File: src/rtl/movement_nxn_pkg.sv
// Shared definitions for the 2048 move engine: direction encodings,
// move-FSM states and default board geometry.
package game_2048_pkg;

    localparam int N_DEF         = 4;
    localparam int W_DEF         = 12;
    localparam int SCORE_W_DEF   = 20;
    localparam int WIN_VALUE_DEF = 2048;

    localparam logic [3:0] DIR_UP    = 4'b0001;
    localparam logic [3:0] DIR_DOWN  = 4'b0010;
    localparam logic [3:0] DIR_LEFT  = 4'b0100;
    localparam logic [3:0] DIR_RIGHT = 4'b1000;

    typedef enum logic [1:0] {
        IDLE = 2'd0,
        RUN  = 2'd1,
        DONE = 2'd2
    } state_t;

endpackage

File: src/rtl/movement_nxn_if.sv
// Start/done bundle between the direction decoder, the move engine and the
// spawner/board register. The engine is the slave side.
interface movement_nxn_if
    import game_2048_pkg::*;
#(
    parameter int N       = N_DEF,
    parameter int W       = W_DEF,
    parameter int SCORE_W = SCORE_W_DEF
);
    logic                          start;
    logic [3:0]                    direction;
    logic [N-1:0][N-1:0][W-1:0]    matrix;
    logic [N-1:0][N-1:0][W-1:0]    moved_matrix;
    logic                          ready;
    logic                          done;
    logic                          changed;
    logic [SCORE_W-1:0]            score_delta;
    logic                          win;

    modport master (
        output start, direction, matrix,
        input  moved_matrix, ready, done, changed, score_delta, win
    );

    modport slave (
        input  start, direction, matrix,
        output moved_matrix, ready, done, changed, score_delta, win
    );
endinterface

File: src/rtl/movement_nxn_line_merge.sv
// Combinational slide/merge of one line toward element 0. Zero tiles are
// squeezed out, equal neighbours merge once, and a pair whose sum does not
// fit in W bits is left unmerged.
module line_merge #(
    parameter int N    = 4,
    parameter int W    = 12,
    parameter int LS_W = W + $clog2(N)
) (
    input  logic [N-1:0][W-1:0] line,
    output logic [N-1:0][W-1:0] merged,
    output logic [LS_W-1:0]     line_score,
    output logic                line_changed
);
    // comp carries one spare zero entry so the last tile always has a neighbour
    logic [N:0][W-1:0] comp;
    logic [W:0]        pair_sum;
    logic [W-1:0]      val;
    logic              skip;
    int                cnt;
    int                k;

    // compact, then merge pairs left to right, then zero-fill
    always_comb begin
        comp         = '0;
        cnt          = 0;
        merged       = '0;
        line_score   = '0;
        k            = 0;
        skip         = 1'b0;
        pair_sum     = '0;
        val          = '0;
        for (int i = 0; i < N; i++) begin
            if (line[i] != '0) begin
                for (int p = 0; p < N; p++) begin
                    if (p == cnt) comp[p] = line[i];
                end
                cnt = cnt + 1;
            end
        end
        for (int i = 0; i < N; i++) begin
            if (skip) begin
                skip = 1'b0;
            end else if (comp[i] != '0) begin
                pair_sum = {1'b0, comp[i]} + {1'b0, comp[i+1]};
                if ((comp[i] == comp[i+1]) && !pair_sum[W]) begin
                    val        = pair_sum[W-1:0];
                    line_score = line_score + LS_W'(val);
                    skip       = 1'b1;
                end else begin
                    val = comp[i];
                end
                for (int p = 0; p < N; p++) begin
                    if (p == k) merged[p] = val;
                end
                k = k + 1;
            end
        end
        line_changed = (merged != line);
    end
endmodule

File: src/rtl/movement_nxn.sv
// 2048 move engine for an N x N board: captures the board on start, runs one
// line per clock through a shared line_merge, then presents the moved board,
// saturating score, changed and win flags with a one-cycle done pulse.
module movement_nxn
    import game_2048_pkg::*;
#(
    parameter int N         = N_DEF,
    parameter int W         = W_DEF,
    parameter int SCORE_W   = SCORE_W_DEF,
    parameter int WIN_VALUE = WIN_VALUE_DEF
) (
    input  logic          clk,
    input  logic          rst,
    movement_nxn_if.slave bus
);
    localparam int IDX_W = $clog2(N);
    localparam int LS_W  = W + $clog2(N);
    localparam int SUM_W = ((SCORE_W > LS_W) ? SCORE_W : LS_W) + 1;

    typedef logic [N-1:0][N-1:0][W-1:0] board_t;

    state_t             state, state_nxt;
    logic [IDX_W-1:0]   idx;
    logic [3:0]         dir_cap;
    board_t             board_cap;
    board_t             work_board;
    board_t             wb_board;
    logic [SCORE_W-1:0] score_acc, score_nxt;
    logic               changed_acc, changed_nxt;
    logic               win_nxt;
    logic [N-1:0][W-1:0] line_in, line_out;
    logic [LS_W-1:0]    line_score;
    logic               line_changed;
    board_t             moved_r;
    logic [SCORE_W-1:0] score_r;
    logic               changed_r;
    logic               win_r;

    function automatic logic [SCORE_W-1:0] sat_add(input logic [SCORE_W-1:0] acc,
                                                   input logic [LS_W-1:0]    inc);
        logic [SUM_W-1:0] s;
        s = SUM_W'(acc) + SUM_W'(inc);
        if (s > SUM_W'({SCORE_W{1'b1}})) return {SCORE_W{1'b1}};
        return s[SCORE_W-1:0];
    endfunction

    line_merge #(.N(N), .W(W), .LS_W(LS_W)) u_merge (
        .line        (line_in),
        .merged      (line_out),
        .line_score  (line_score),
        .line_changed(line_changed)
    );

    assign bus.ready        = (state == IDLE);
    assign bus.done         = (state == DONE);
    assign bus.moved_matrix = moved_r;
    assign bus.score_delta  = score_r;
    assign bus.changed      = changed_r;
    assign bus.win          = win_r;

    // next-state: accept only a single-direction request, leave RUN after the last line
    always_comb begin
        state_nxt = state;
        case (state)
            IDLE:    if (bus.start && $onehot(bus.direction)) state_nxt = RUN;
            RUN:     if (idx == IDX_W'(N-1)) state_nxt = DONE;
            DONE:    state_nxt = IDLE;
            default: state_nxt = IDLE;
        endcase
    end

    // pick line idx out of the captured board, element 0 on the destination side
    always_comb begin
        line_in = '0;
        for (int e = 0; e < N; e++) begin
            case (dir_cap)
                DIR_UP:    line_in[e] = board_cap[e][idx];
                DIR_DOWN:  line_in[e] = board_cap[N-1-e][idx];
                DIR_RIGHT: line_in[e] = board_cap[idx][N-1-e];
                default:   line_in[e] = board_cap[idx][e];
            endcase
        end
    end

    // write the merged line back with the same mapping and fold in score/flags
    always_comb begin
        wb_board = work_board;
        for (int e = 0; e < N; e++) begin
            case (dir_cap)
                DIR_UP:    wb_board[e][idx]     = line_out[e];
                DIR_DOWN:  wb_board[N-1-e][idx] = line_out[e];
                DIR_RIGHT: wb_board[idx][N-1-e] = line_out[e];
                default:   wb_board[idx][e]     = line_out[e];
            endcase
        end
        score_nxt   = sat_add(score_acc, line_score);
        changed_nxt = changed_acc | line_changed;
        win_nxt     = 1'b0;
        for (int r = 0; r < N; r++) begin
            for (int c = 0; c < N; c++) begin
                if (32'(wb_board[r][c]) >= 32'(WIN_VALUE)) win_nxt = 1'b1;
            end
        end
    end

    // state register
    always_ff @(posedge clk or posedge rst) begin
        if (rst) state <= IDLE;
        else     state <= state_nxt;
    end

    // capture on accept, accumulate per line in RUN, publish results on the last line
    always_ff @(posedge clk or posedge rst) begin
        if (rst) begin
            idx         <= '0;
            dir_cap     <= '0;
            board_cap   <= '0;
            work_board  <= '0;
            score_acc   <= '0;
            changed_acc <= 1'b0;
            moved_r     <= '0;
            score_r     <= '0;
            changed_r   <= 1'b0;
            win_r       <= 1'b0;
        end else begin
            case (state)
                IDLE: begin
                    if (state_nxt == RUN) begin
                        board_cap   <= bus.matrix;
                        dir_cap     <= bus.direction;
                        idx         <= '0;
                        score_acc   <= '0;
                        changed_acc <= 1'b0;
                        work_board  <= '0;
                    end
                end
                RUN: begin
                    work_board  <= wb_board;
                    score_acc   <= score_nxt;
                    changed_acc <= changed_nxt;
                    idx         <= idx + 1'b1;
                    if (state_nxt == DONE) begin
                        idx       <= '0;
                        moved_r   <= wb_board;
                        score_r   <= score_nxt;
                        changed_r <= changed_nxt;
                        win_r     <= win_nxt;
                    end
                end
                default: ;
            endcase
        end
    end
endmodule

File: src/flat_wrapper.sv
// flat-port wrapper written by rule: the top's interface ports become plain ports
module movement_nxn_flat import game_2048_pkg::*;
#(
    parameter int N         = N_DEF,
    parameter int W         = W_DEF,
    parameter int SCORE_W   = SCORE_W_DEF,
    parameter int WIN_VALUE = WIN_VALUE_DEF
)
  (clk, rst, bus_start, bus_direction, bus_matrix, bus_moved_matrix, bus_ready, bus_done, bus_changed, bus_score_delta, bus_win);
  movement_nxn_if #(.N(N), .W(W), .SCORE_W(SCORE_W)) bus_i ();
  input  logic clk;
  input  logic rst;
  input wire logic [$bits(bus_i.start)-1:0] bus_start;
  input wire logic [$bits(bus_i.direction)-1:0] bus_direction;
  input wire logic [$bits(bus_i.matrix)-1:0] bus_matrix;
  output wire logic [$bits(bus_i.moved_matrix)-1:0] bus_moved_matrix;
  output wire logic [$bits(bus_i.ready)-1:0] bus_ready;
  output wire logic [$bits(bus_i.done)-1:0] bus_done;
  output wire logic [$bits(bus_i.changed)-1:0] bus_changed;
  output wire logic [$bits(bus_i.score_delta)-1:0] bus_score_delta;
  output wire logic [$bits(bus_i.win)-1:0] bus_win;
  assign bus_i.start = bus_start;
  assign bus_i.direction = bus_direction;
  assign bus_i.matrix = bus_matrix;
  assign bus_moved_matrix = bus_i.moved_matrix;
  assign bus_ready = bus_i.ready;
  assign bus_done = bus_i.done;
  assign bus_changed = bus_i.changed;
  assign bus_score_delta = bus_i.score_delta;
  assign bus_win = bus_i.win;
  movement_nxn #(.N(N), .W(W), .SCORE_W(SCORE_W), .WIN_VALUE(WIN_VALUE)) u_core (.clk(clk), .rst(rst), .bus(bus_i));
endmodule
File: config.mk
export PLATFORM = sky130hd
export DESIGN_NAME = movement_nxn_flat
export DESIGN_NICKNAME = d
export VERILOG_FILES = /design/src/rtl/movement_nxn_pkg.sv /design/src/rtl/movement_nxn_if.sv /design/src/rtl/movement_nxn_line_merge.sv /design/src/rtl/movement_nxn.sv /design/src/flat_wrapper.sv
export SDC_FILE = /design/constraint.sdc
export NUM_CORES = 2
export LEC_CHECK = 0
export ABC_AREA = 1
export ABC_CLOCK_PERIOD_IN_PS = 54700
export BUFFER_PORTS_ARGS = -buffer_cell sky130_fd_sc_hd__buf_2
export CAP_MARGIN = 20
export CORE_MARGIN = 2
export CORE_UTILIZATION = 25
export DETAILED_ROUTE_END_ITERATION = 6
export PLACE_DENSITY = 0.51
export SLEW_MARGIN = 20
export SYNTH_ARGS = -nofsm -noshare
export SYNTH_HDL_FRONTEND = slang
export SYNTH_SLANG_ARGS = --single-unit
File: constraint.sdc
create_clock -name clk -period 54.7 [get_ports clk]
set_input_delay 2.735 -clock clk [delete_from_list [all_inputs] [get_ports clk]]
set_output_delay 2.735 -clock clk [all_outputs]
set_load 0.01 [all_outputs]
==> summary.md <==
| Metric | Value |
|---|---|
| Status | `complete, no violations` |
| CTS HTree Levels | `3` |
| Commonest non-fill, non-tap cells in the layout | `2013 x nand2_1, 660 x nand3_1, 625 x dfrtp_1, 489 x o21ai_0, 414 x buf_2` |
| Detailed Routing Iterations Pass 1 | `6` |
| HPWL after DPL | `165 mm` |
| Worst-path clk slew | `0.05 ns` |
| Die width | `418 µm` |
| Fin crit share | `24.0%` |
| Core ar. | `170000 µm²` |
| Dpl cell area | `46900 µm²` |
| Syn-to-layout area delta | `15.7%` |
| Max Clk Rate | `76.2 MHz` |
| CTS Hold Buffers Added | `0` |
| Total Wirelength | `228 mm` |
| MaxCap Viol Count | `0` |
| Seq cells post-synth | `627` |
| Clock Sinks | `627` |
| Root buffer cell | `clkbuf_16` |
| Synth Flop Type | `dfrtp_1` |
| Syn Area/Cell | `7.03 µm²` |
| Final setup violation count | `0` |
| Worst path slowest cell | `nand2_1` |
| Final GP Congestion | `0.996` |
| Pin slew with the least headroom to its limit | `1.26 ns` |
| Commonest non-fill, non-tap cell in the layout | `nand2_1` |
| Die height | `418 µm` |
| Critical Path Most Common Cell | `nand2_1` |
| Crit path largest cell delay | `0.80 ns` |
| Crit. End Element | `flip-flop` |
| Hold WC Path Type | `flip-flop to flip-flop` |
| Total CTS buffers | `80` |
| Synth Instances | `6092` |
| IO buf count | `414` |
| RSZ-0062 raised after global routing | `false` |
| Async S/R FF share, synth | `100%` |
| CTS resizes | `0` |
| Skew final | `0.0466 ns` |
| Die Area | `175000 µm²` |
| Initial antenna violation count | `19` |
| Post CTS Setup Buffer Count | `0` |
| Gr ovfl total | `0` |
| Final instance area | `49500 µm²` |
| Initial Utilization | `25.2%` |
| Register area share after synthesis | `36.6%` |
| Max-slew violation count | `0` |
| Worst EP arrival | `13.66 ns` |
| Routed len/inst | `26.5 µm` |
| # fillers | `18700` |
| Worst Path Required | `55.24 ns` |
| Final Hold Violating Endpoints | `0` |
| DRT iter0 DRCs | `6371` |
| Max FO, Critical Path | `42` |
| DRC violations left | `0` |
| Startpoint Class | `flip-flop` |
| Routed vias | `46600` |
| CTS tree | `built` |
| First-pass GRT wire length | `322 mm` |
| Max transition margin | `15.2%` |
| Nets | `6607` |
| Ys Warns | `0` |
| Distinct cells, synth | `58` |
| Fraction of layout cells with a size suffix above 1 | `15.3%` |
| Total Neg Setup Slack | `0 ns` |
| Skew-Pair Late Insertion Delay | `0.73 ns` |
| All-Layer GR Usage | `25.2%` |
| Vias per inst | `5.42` |
| Minimum clock period | `13.12 ns` |
| Site row count | `151` |
| Vias in the first global route | `43300` |
| Syn Std Cell Area | `42800 µm²` |
| WS Path Type | `flip-flop to flip-flop` |
| IO Pins | `415` |
| Largest net degree at the start of global routing | `141` |
| Post-route antenna net violation count | `0` |
| Worst-case clock buffer depth | `3` |
| EDFF count, synth | `0` |
-- worst max-delay path, delay by kind of cell, from the launching register on --
family | cells | cell delay, ns
flops | 1 | 0.39
xor+xnor | 1 | 0.14
simple gates | 31 | 5.71
fa+ha+maj | 5 | 1.71
buf+inv | 9 | 2.34
compound gates | 15 | 2.57
-- layout make-up --
cell class	count	area (µm²)	area share [%]
Inverter	439	1670	3.37
Multi-Input combinational cell	4655	23900	48.3
Sequential cell	627	15700	31.7
Tap cell	2218	2780	5.60
Timing Repair Buffer	510	2830	5.72
Clock inverter	32	354	0.715
Antenna cell	6	15.0	0.0303
Clock buffer	109	2270	4.59
-- Yosys cell counts (60+ instances only) --
cell,count,area (µm²)
ha_1,88,1100
o211ai_1,99,743
inv_1,410,1540
dfrtp_1,627,15700
a21oi_1,195,976
o21ai_0,491,2460
nand2_1,2016,7570
nor2_1,349,1310
clkbuf_1,232,871
o22ai_1,76,475
nand3_1,660,3300
buf_2,60,300
o21ai_1,79,395
mux2_2,192,2160
-- logic make-up after synthesis --
group | after synthesis | share of synthesized area, %
multiplexers | 193 | 5.07
flip-flops | 627 | 36.6
AND/OR/NAND/NOR | 3180 | 31.0
buffers and inverters | 811 | 7.68
adder cells (fa/ha/maj) | 95 | 2.90
other | 1 | 0.00876
XOR/XNOR | 56 | 1.15
AO/OA/AOI/OAI | 1129 | 15.5
-- through the flow --
stage	setup WS (ns)	cells	hold WS (ns)	utilization, %
after floorplan	34.40	6093	0.444	-
after global routing	40.43	8590	0.489	29.2
after detailed placement	41.84	8449	0.460	27.6
final	41.58	8596	0.472	29.2
after CTS	41.80	8590	0.475	29.2
after global placement	41.97	8448	0.457	27.6
-- metal layers --
layer | vias up | part of all wire (%) | GRT usage, %
met1 | 22300 | 42 | 34.5
met2 | 2957 | 40 | 35.6
met4 | 20 | 5.6 | 12.2
met3 | 553 | 12 | 7.93
li1 | 20800 | - | -
met5 | - | 0.064 | 0
-- final timing paths --
path | from | end | slack [ns] | cells past startpoint
max reg2reg | u_core.dir_cap[1] | u_core.score_acc[17] | 41.58 | 61
min in group asynchronous | rst | u_core.board_cap[50] | 2.17 | 2
max in group asynchronous | rst | u_core.bus.moved_matrix[12] | 48.11 | 7
min reg2reg | u_core.bus.score_delta[9] | u_core.bus.score_delta[9] | 0.47 | 2
max | u_core.dir_cap[1] | u_core.score_acc[17] | 41.58 | 61
min | u_core.bus.score_delta[9] | u_core.bus.score_delta[9] | 0.47 | 2
-- registers in the layout, indices dropped and copies added (netlist names) --
signal	cells
u_core.bus.score_delta	20
u_core.bus.win	1
u_core.bus.changed	1
u_core.board_cap	192
u_core.state	2
u_core.idx	2
u_core.bus.moved_matrix	192
u_core.score_acc	20
u_core.work_board	192
u_core.changed_acc	1
u_core.dir_cap	4
Power is left out: the tool's default activity adds up to more than one toggle a clock period on the data nets, which glitch-free logic cannot reach.
